==> src/rtl/zap_frame_seq_pkg.sv <==
// zap_frame_seq_pkg: state encoding, settle default and enabled-target picker
package zap_frame_seq_pkg;
  localparam int SETTLE_LINES_DEF = 16;
  typedef enum logic [2:0] {IDLE, ARM, BLANK, TARGET, DONE, RELEASE} state_t;
  typedef struct packed {
    logic       found;
    logic [2:0] idx;
  } pick_t;
  function automatic pick_t next_enabled(input logic [7:0] mask, input logic [3:0] from);
    pick_t p;
    p = '0;
    for (int i = 7; i >= 0; i--)
      if (mask[i] && 4'(i) >= from) p = '{found: 1'b1, idx: 3'(i)};
    return p;
  endfunction
endpackage

==> src/rtl/zap_line_settle.sv <==
// zap_line_settle: frame-reset saturating line counter gating photodiode sampling
module zap_line_settle import zap_frame_seq_pkg::*; #(
  parameter int SETTLE_LINES = SETTLE_LINES_DEF
) (
  input  logic clk,
  input  logic rst,
  input  logic frame_start,
  input  logic line_start,
  output logic sample_ok
);
  localparam int CW = $clog2(SETTLE_LINES + 2);
  logic [CW-1:0] cnt;
  always_ff @(posedge clk or negedge rst) begin
    if (!rst) cnt <= '0;
    else if (frame_start) cnt <= '0;
    else if (line_start && cnt != CW'(SETTLE_LINES)) cnt <= cnt + CW'(1);
  end
  assign sample_ok = cnt == CW'(SETTLE_LINES);
endmodule

==> src/rtl/zap_frame_seq.sv <==
// zap_frame_seq: frame-aligned light-gun measurement sequencer (black, then one frame per target)
module zap_frame_seq import zap_frame_seq_pkg::*; #(
  parameter int NUM_TARGETS  = 4,
  parameter int TGT_W        = 3,
  parameter int BLANK_FRAMES = 1,
  parameter int SETTLE_LINES = SETTLE_LINES_DEF
) (
  input  logic                   clk,
  input  logic                   rst,
  input  logic                   frame_start,
  input  logic                   line_start,
  input  logic                   shot,
  input  logic                   hit,
  input  logic [NUM_TARGETS-1:0] target_en,
  output logic                   flash_black,
  output logic                   flash_target,
  output logic [TGT_W-1:0]       target_sel,
  output logic                   busy,
  output logic                   result_valid,
  output logic                   result_hit,
  output logic [TGT_W-1:0]       result_idx,
  output logic                   result_cheat,
  input  logic                   result_ack
);
  state_t                 state;
  logic                   shot_q, sample_ok, cheat, hit_f;
  logic [3:0]             frame_cnt;
  logic [NUM_TARGETS-1:0] mask;
  logic [TGT_W-1:0]       hit_idx;
  pick_t                  first, next;
  logic                   shot_rise, new_hit, found;
  zap_line_settle #(.SETTLE_LINES(SETTLE_LINES)) u_settle (
    .clk(clk), .rst(rst), .frame_start(frame_start), .line_start(line_start), .sample_ok(sample_ok)
  );
  assign shot_rise = shot & ~shot_q;
  assign new_hit   = sample_ok & hit & ~cheat & ~hit_f;
  // a hit coinciding with frame_start still belongs to the ending frame
  assign found     = hit_f | new_hit;
  assign first     = next_enabled(8'(mask), 4'd0);
  assign next      = next_enabled(8'(mask), 4'(target_sel) + 4'd1);
  always_ff @(posedge clk or negedge rst) begin
    if (!rst) begin
      state        <= IDLE;
      shot_q       <= 1'b0;
      cheat        <= 1'b0;
      hit_f        <= 1'b0;
      frame_cnt    <= '0;
      mask         <= '0;
      hit_idx      <= '0;
      flash_black  <= 1'b0;
      flash_target <= 1'b0;
      target_sel   <= '0;
      busy         <= 1'b0;
      result_valid <= 1'b0;
      result_hit   <= 1'b0;
      result_idx   <= '0;
      result_cheat <= 1'b0;
    end else begin
      shot_q <= shot;
      case (state)
        IDLE: if (shot_rise) begin
          if (|target_en) begin
            mask  <= target_en;
            cheat <= 1'b0;
            hit_f <= 1'b0;
            busy  <= 1'b1;
            state <= ARM;
          end else begin
            result_valid <= 1'b1;
            result_hit   <= 1'b0;
            result_idx   <= '0;
            result_cheat <= 1'b0;
            state        <= DONE;
          end
        end
        ARM: if (frame_start) begin
          frame_cnt   <= 4'(BLANK_FRAMES - 1);
          flash_black <= 1'b1;
          state       <= BLANK;
        end
        BLANK: begin
          if (sample_ok && hit) cheat <= 1'b1;
          if (frame_start) begin
            if (frame_cnt == 4'd0) begin
              flash_black  <= 1'b0;
              flash_target <= first.found;
              target_sel   <= TGT_W'(first.idx);
              state        <= TARGET;
            end else frame_cnt <= frame_cnt - 4'd1;
          end
        end
        TARGET: begin
          if (new_hit) begin
            hit_f   <= 1'b1;
            hit_idx <= target_sel;
          end
          if (frame_start) begin
            if (found || !next.found) begin
              flash_target <= 1'b0;
              busy         <= 1'b0;
              result_valid <= 1'b1;
              result_hit   <= found & ~cheat;
              result_idx   <= (found && !cheat) ? (new_hit ? target_sel : hit_idx) : '0;
              result_cheat <= cheat;
              state        <= DONE;
            end else target_sel <= TGT_W'(next.idx);
          end
        end
        DONE: if (result_ack) begin
          result_valid <= 1'b0;
          state        <= RELEASE;
        end
        RELEASE: if (!shot) state <= IDLE;
        default: state <= IDLE;
      endcase
    end
  end
endmodule

==> config.mk <==
export PLATFORM = sky130hd
export DESIGN_NAME = zap_frame_seq
export DESIGN_NICKNAME = d
export VERILOG_FILES = /design/src/rtl/zap_frame_seq_pkg.sv /design/src/rtl/zap_line_settle.sv /design/src/rtl/zap_frame_seq.sv
export SDC_FILE = /design/constraint.sdc
export NUM_CORES = 1
export LEC_CHECK = 0
export CAP_MARGIN = 20
export CORE_ASPECT_RATIO = 0.6
export CORE_MARGIN = 3
export CORE_UTILIZATION = 55
export DETAILED_ROUTE_END_ITERATION = 10
export GPL_TIMING_DRIVEN = 0
export PLACE_DENSITY = 0.87
export SYNTH_ARGS = -nofsm -noshare
export SYNTH_HDL_FRONTEND = slang
export SYNTH_SLANG_ARGS = --single-unit
==> constraint.sdc <==
create_clock -name clk -period 2.4 [get_ports clk]
set_input_delay 0.48 -clock clk [delete_from_list [all_inputs] [get_ports clk]]
set_output_delay 0.48 -clock clk [all_outputs]
set_load 0.01 [all_outputs]
### After elaboration in Yosys (flattened, before gate mapping)

Index checks and enable logic that the tools add are counted.

| cells by class | value |
|---|---|
| add/sub/neg operators | 3 |
| multiply operators | 0 |
| div/mod/pow operators | 0 |
| order comparisons | 4 |
| equal/unequal tests | 21 |
| shifts and indexed selects | 0 |
| muxes and demuxes | 68 |
| bitwise operators | 9 |
| reduce and logical (&&, ||, !) cells | 30 |

Operators with widths:

| kind | count |
|---|---|
| $mux W3 | 19 |
| $mux W4 | 11 |
| $ne A2 B2 Y1 const B | 14 |
| $mux W1 | 24 |
| $reduce_and A5 Y1 | 4 |
| $pmux W3 S6 | 1 |
| $reduce_and A4 Y1 | 4 |
| $pmux W1 S2 | 7 |
| $pmux W3 S2 | 2 |
| $mux W5 | 2 |
| $reduce_bool A2 Y1 | 5 |
| $ge A1 B4 Y1 const A | 2 |
| $ge A2 B4 Y1 const A | 2 |
| $pmux W4 S2 | 1 |
| $reduce_and A8 Y1 | 1 |
| $logic_and A1 B1 Y1 | 7 |
| $eq A3 B2 Y1 const B | 2 |
| $eq A3 B3 Y1 const B | 2 |
| $reduce_and A6 Y1 | 1 |
| $add A5 B1 Y5 const B | 1 |
| $and A1 B1 Y1 | 5 |
| $eq A5 B5 Y1 const B | 1 |
| $ne A5 B5 Y1 const B | 1 |
| $add A3 B1 Y4 const B | 1 |
| other kinds (12) | 15 |

| word-level totals | value |
|---|---|
| flip-flop bits (word level) | 34 |
| bits in latches | 0 |
| memory bits (writable) | 0 |
| memory bits (read-only) | 0 |
| input port bits | 11 |
| word-level logic and storage cells | 151 |
| memories | 0 |

### Logic depth before layout (Yosys ltp)

| logic depth | value |
|---|---|
| depth after elaboration | 12 |
| mapped depth | 7 |
| gate-level depth less buffers | 7 |

### Modules after synthesis

A second synthesis with hierarchy kept.

| second synthesis, totals | value |
|---|---|
| cells, all modules | 177 |
| area total of the unflattened synthesis | 1789.2 µm² |

By module, submodules not included:

| module | instances | cells each | area an instance (µm²) |
|---|---|---|---|
| zap_frame_seq | 1 | 150 | 1508.9 |
| zap_line_settle | 1 | 27 | 280.3 |

### Least setup slack after synthesis

No wires, ideal clock.

| path | value |
|---|---|
| path kind | input to register |
| start point | input target_en[1] |
| end point | register result_cheat |
| arrival time | 1.674 ns |
| data required time | 2.275 ns |
| setup slack | 0.601 ns |
| cell stages on the path | 5 |
| cells stage by stage | nor4_4 nand2_2 a221oi_2 o21a_4 mux2_4 |

| between the ends | value |
|---|---|
| word-level cells in the longest chain between the ends | 3 |

RTL lines:

| item | line | text |
|---|---|---|
| from (decl) | zap_frame_seq.sv:14 | `input logic [NUM_TARGETS-1:0] target_en,` |
| $reduce_or A4 Y1 | zap_frame_seq.sv:62 | `if (\|target_en) begin` |
| $ne A2 B2 Y1 (no source line) | -- |  |
| $reduce_and A5 Y1 (no source line) | -- |  |
| to (signal assigned) | zap_frame_seq.sv:104 | `result_cheat <= cheat;` |
| to (decl) | zap_frame_seq.sv:22 | `output logic result_cheat,` |

Every way passes these cells.
A chain may end at the register's enable or synchronous reset.

### Worst setup path in the final report

| path | value |
|---|---|
| start point | input target_en[1] |
| end point | register result_idx[1] |

| between the ends | value |
|---|---|
| word-level cells in the longest chain between the ends | 3 |

RTL lines:

| item | line | text |
|---|---|---|
| $reduce_or A4 Y1 | zap_frame_seq.sv:62 |  |
| $ne A2 B2 Y1 (no source line) | -- |  |
| $reduce_and A5 Y1 (no source line) | -- |  |
| to (signal assigned) | zap_frame_seq.sv:103 | `result_idx <= (found && !cheat) ? (new_hit ? target_sel : hit_idx) : '0;` |
| to (decl) | zap_frame_seq.sv:21 | `output logic [TGT_W-1:0] result_idx,` |

Every way passes these cells.

==> impl.org <==
** Run status
- Result of the run :: completed

** GRT
- The via count of the first global-routing pass is roughly 1500.
- Gr ovfl total :: 0
- Initial antenna violation count :: 0
- Tot GR Track Use :: 0.232
- The first global-routing pass estimated 7.00 mm of wire.
- Maximum number of pins on one net before global-route repair :: 22

** Synth
- EDFF count, synth :: 0
- Combined area of all synthesized cells :: 0.00184 mm^2
- Of all flip-flops after synthesis, the portion carrying an async set or reset was 1.00.
- Sequential cell area fraction in the yosys report :: 0.450
- In the synthesized netlist the dominant register cell turns out to be sky130_fd_sc_hd__dfrtp_1.
- Gate count after technology mapping :: 176
- The synthesized netlist contains 51 unique library cells.
- Average size of a mapped cell :: 10.4 um^2
- The synthesized design contains 33 register bits.
- Total number of yosys warnings :: 0
- The number of nets in the synthesized netlist is about 190.

** Placement
- Buffers placed on the I/O ports in this run total 21.
- Worst slack at placement :: -0.0391 ns
- DPL Wire Length :: between 3 and 4 mm
- Post-Place Cells :: 240
- Routability-driven placement finished with a final weighted congestion of 0.887.

** Setup path
- Data arrival time of the worst path :: 2.33 ns
- Setup crit start kind :: input port
- For this run, the slowest stage of the critical path takes 0.52 ns.
- Nature of the critical path endpoint :: register
- Slowest CP cell :: sky130_fd_sc_hd__nor4_4
- R2R depth :: 7
- Critical Path RT :: 2.57 ns
- Crit Path Class :: input port to register
- Maximum fanout count along the critical path :: 6
- Ordered cell list for the critical path :: clkdlybuf4s50_1, nor4_4, nand2_2, a221oi_2, o21a_4, mux2_4

** Timing
- Setup slack on the critical path of the routed design comes to ~0.24 ns.
- After layout, the minimum clock period comes to 2.16 ns.
- RSZ-0062 raised after global routing :: no
- Derived from the worst setup path, the maximum achievable clock frequency is 0.462 GHz.
- # setup viols final :: 0
- Number of endpoints with negative hold slack in the final report :: 0
- The total count of max-transition violations in the final report was 0.
- For the pin with the worst max-slew slack, the measured transition is 0.583 ns.
- Worst clock skew :: 0.00556 ns
- Worst slew slack as a fraction of its limit :: 0.610
- Post-route clock period utilization :: 0.902

** Detailed routing
- Antenna violation net count after detailed routing :: 0
- Average detailed-routed wire length per instance :: 16.4 um
- Number of optimization iterations in the first detailed-route pass :: 4
- The routed layout has 1426 vias.
- After detailed routing, the number of remaining DRC violations is 0.
- Total wire length after detailed routing :: around 4.1 mm
- The detailed router finished its first iteration with 123 violations.
- Vias per cell :: 5.73

** Floorplanning
- Std-Cell Rows :: 15
- Measured along the x axis, the die boundary spans 80.6 um.
- For this design the top-level I/O count stands at 23.
- The die is between 50 and 60 um tall.
- For this configuration, the core starts out at a cell density of 0.607.
- Core area :: 0.00302 mm^2
- Die outline area :: between 0.004 and 0.005 mm^2

** CTS
- Number of hold buffers added after CTS :: 0
- Later-pin clock latency in the skew report :: 0.29 ns
- In this run, post-CTS repair resized a total of 0 instances.
- Buffers added to address setup during post-CTS repair amount to 0.
- Clock-pin slew reported for the worst setup and hold paths after clock tree synthesis :: around 0.06 ns
- Counting along the longest clock path gives a buffer depth of 2.
- CTS buffer count :: 5
- Clock Sinks :: 33
- The H-tree generated during clock tree synthesis spans 2 levels.
- CTS tree :: done
- Clock tree synthesis selected as its root buffer the cell sky130_fd_sc_hd__clkbuf_8.

** Power
- Max IR drop VDD :: approximately 670 uV
- For this design the static power due to leakage is 0.941 nW.
- Power spread over the standard cell area amounts to between 1000 and 1500 mW/mm^2.

** Final layout
- 0 antenna diodes ended up in the layout.
- Excluding fillers, the count of instances in the completed layout stands at 249.
- Area added between synthesis and finish :: 20.4%
- The net count of the finished layout is 221.
- Most frequent cells in the layout :: sky130_fd_sc_hd__dfrtp_1, sky130_fd_sc_hd__clkdlybuf4s50_1, sky130_fd_sc_hd__nor2_1
- Layout cells sized above 1 :: 0.184
- Most common cell after layout, fill and taps aside :: sky130_fd_sc_hd__dfrtp_1
- At the end of the flow the core is filled with cells to 0.732.

** Min path
- Counting instances, the worst hold path has a depth of 1.
- Hold Path Class :: register to register

** Run
- Number of max-cap violations :: 0
-- sequential cells by signal, indices dropped and copies added, names as in the netlist --
register	count
u_settle.cnt	5
frame_cnt	4
mask	4
hit_idx	3
result_idx	3
state	3
target_sel	2
busy	1
cheat	1
flash_black	1
flash_target	1
hit_f	1
result_cheat	1
result_hit	1
result_valid	1
shot_q	1
-- per-stage QoR --
step                setup TNS (ns)  power [mW]  hold slack [ns]  area (um^2)
floorplan                        0        1.71            0.184         1840
global placement           -0.0980        1.99            0.464         2100
detailed placement          -0.144        2.09            0.470         2110
CTS                              0        2.50            0.486         2200
global route                     0        2.69            0.495         2210
finish                           0        2.50            0.483         2210
-- critical path: cells and delay by family --
kind                   cells  cell delay (ns)
AOI/OAI and AO/OA          2             0.48
buffers and inverters      1             0.46
muxes                      1             0.31
and+or+nand+nor            2             0.60
-- routing by layer --
layer,vias to the layer above,GRT usage,share of wire
li1,678,-,-
met1,693,0.306,0.46
met2,46,0.354,0.46
met3,9,0.0609,0.053
met4,0,0.112,0.020
met5,-,0,0
-- cell families after synthesis --
| logic type | count (synthesis) | share of synthesized area |
|---|---|---|
| fa+ha+maj | 4 | 0.0273 |
| compound gates | 40 | 0.155 |
| other cells | 1 | 0.00204 |
| flops | 33 | 0.450 |
| buf+inv | 15 | 0.0348 |
| simple gates | 63 | 0.209 |
| xor+xnor | 6 | 0.0286 |
| mux | 14 | 0.0927 |
-- synth_stat cells, types with 4 or more instances --
cell type	instances	share of area
sky130_fd_sc_hd__nand3_1	5	0.014
sky130_fd_sc_hd__nand2_1	12	0.025
sky130_fd_sc_hd__mux2_4	4	0.033
sky130_fd_sc_hd__nor2_1	13	0.027
sky130_fd_sc_hd__dfrtp_1	33	0.45
sky130_fd_sc_hd__nor2b_1	5	0.017
sky130_fd_sc_hd__mux2_2	5	0.031
sky130_fd_sc_hd__ha_1	4	0.027
sky130_fd_sc_hd__o21ai_0	9	0.025
sky130_fd_sc_hd__a21oi_1	11	0.030
sky130_fd_sc_hd__nand2b_1	7	0.024
sky130_fd_sc_hd__xor2_1	5	0.024
sky130_fd_sc_hd__inv_1	9	0.018
-- power breakdown --
group | leakage [nW] | switching [mW] | internal (mW)
clock | 0.0450 | 0.201 | 0.201
sequential | 0.425 | 0.178 | 0.725
combinational | 0.471 | 0.643 | 0.550
-- path summary, 6_finish.rpt --
check	start	slack [ns]	to
min	hit_idx[2]	0.48	hit_idx[2]
min in group asynchronous	rst	0.56	frame_cnt[0]
max reg2reg	u_settle.cnt[0]	0.42	result_idx[1]
max	target_en[1]	0.24	result_idx[1]
max in group asynchronous	rst	1.34	u_settle.cnt[0]
min reg2reg	hit_idx[2]	0.48	hit_idx[2]
-- area by class of cell --
type	count	area, um^2
sequential	33	826
tap	42	52.6
clock inverter	2	10.0
inverter	9	33.8
multi-input combinational	128	946
fill	216	811
timing repair buffer	23	240
clock buffer	6	72.6
buffer	6	30.0
No activity file was read; power rests on OpenSTA's default activity.
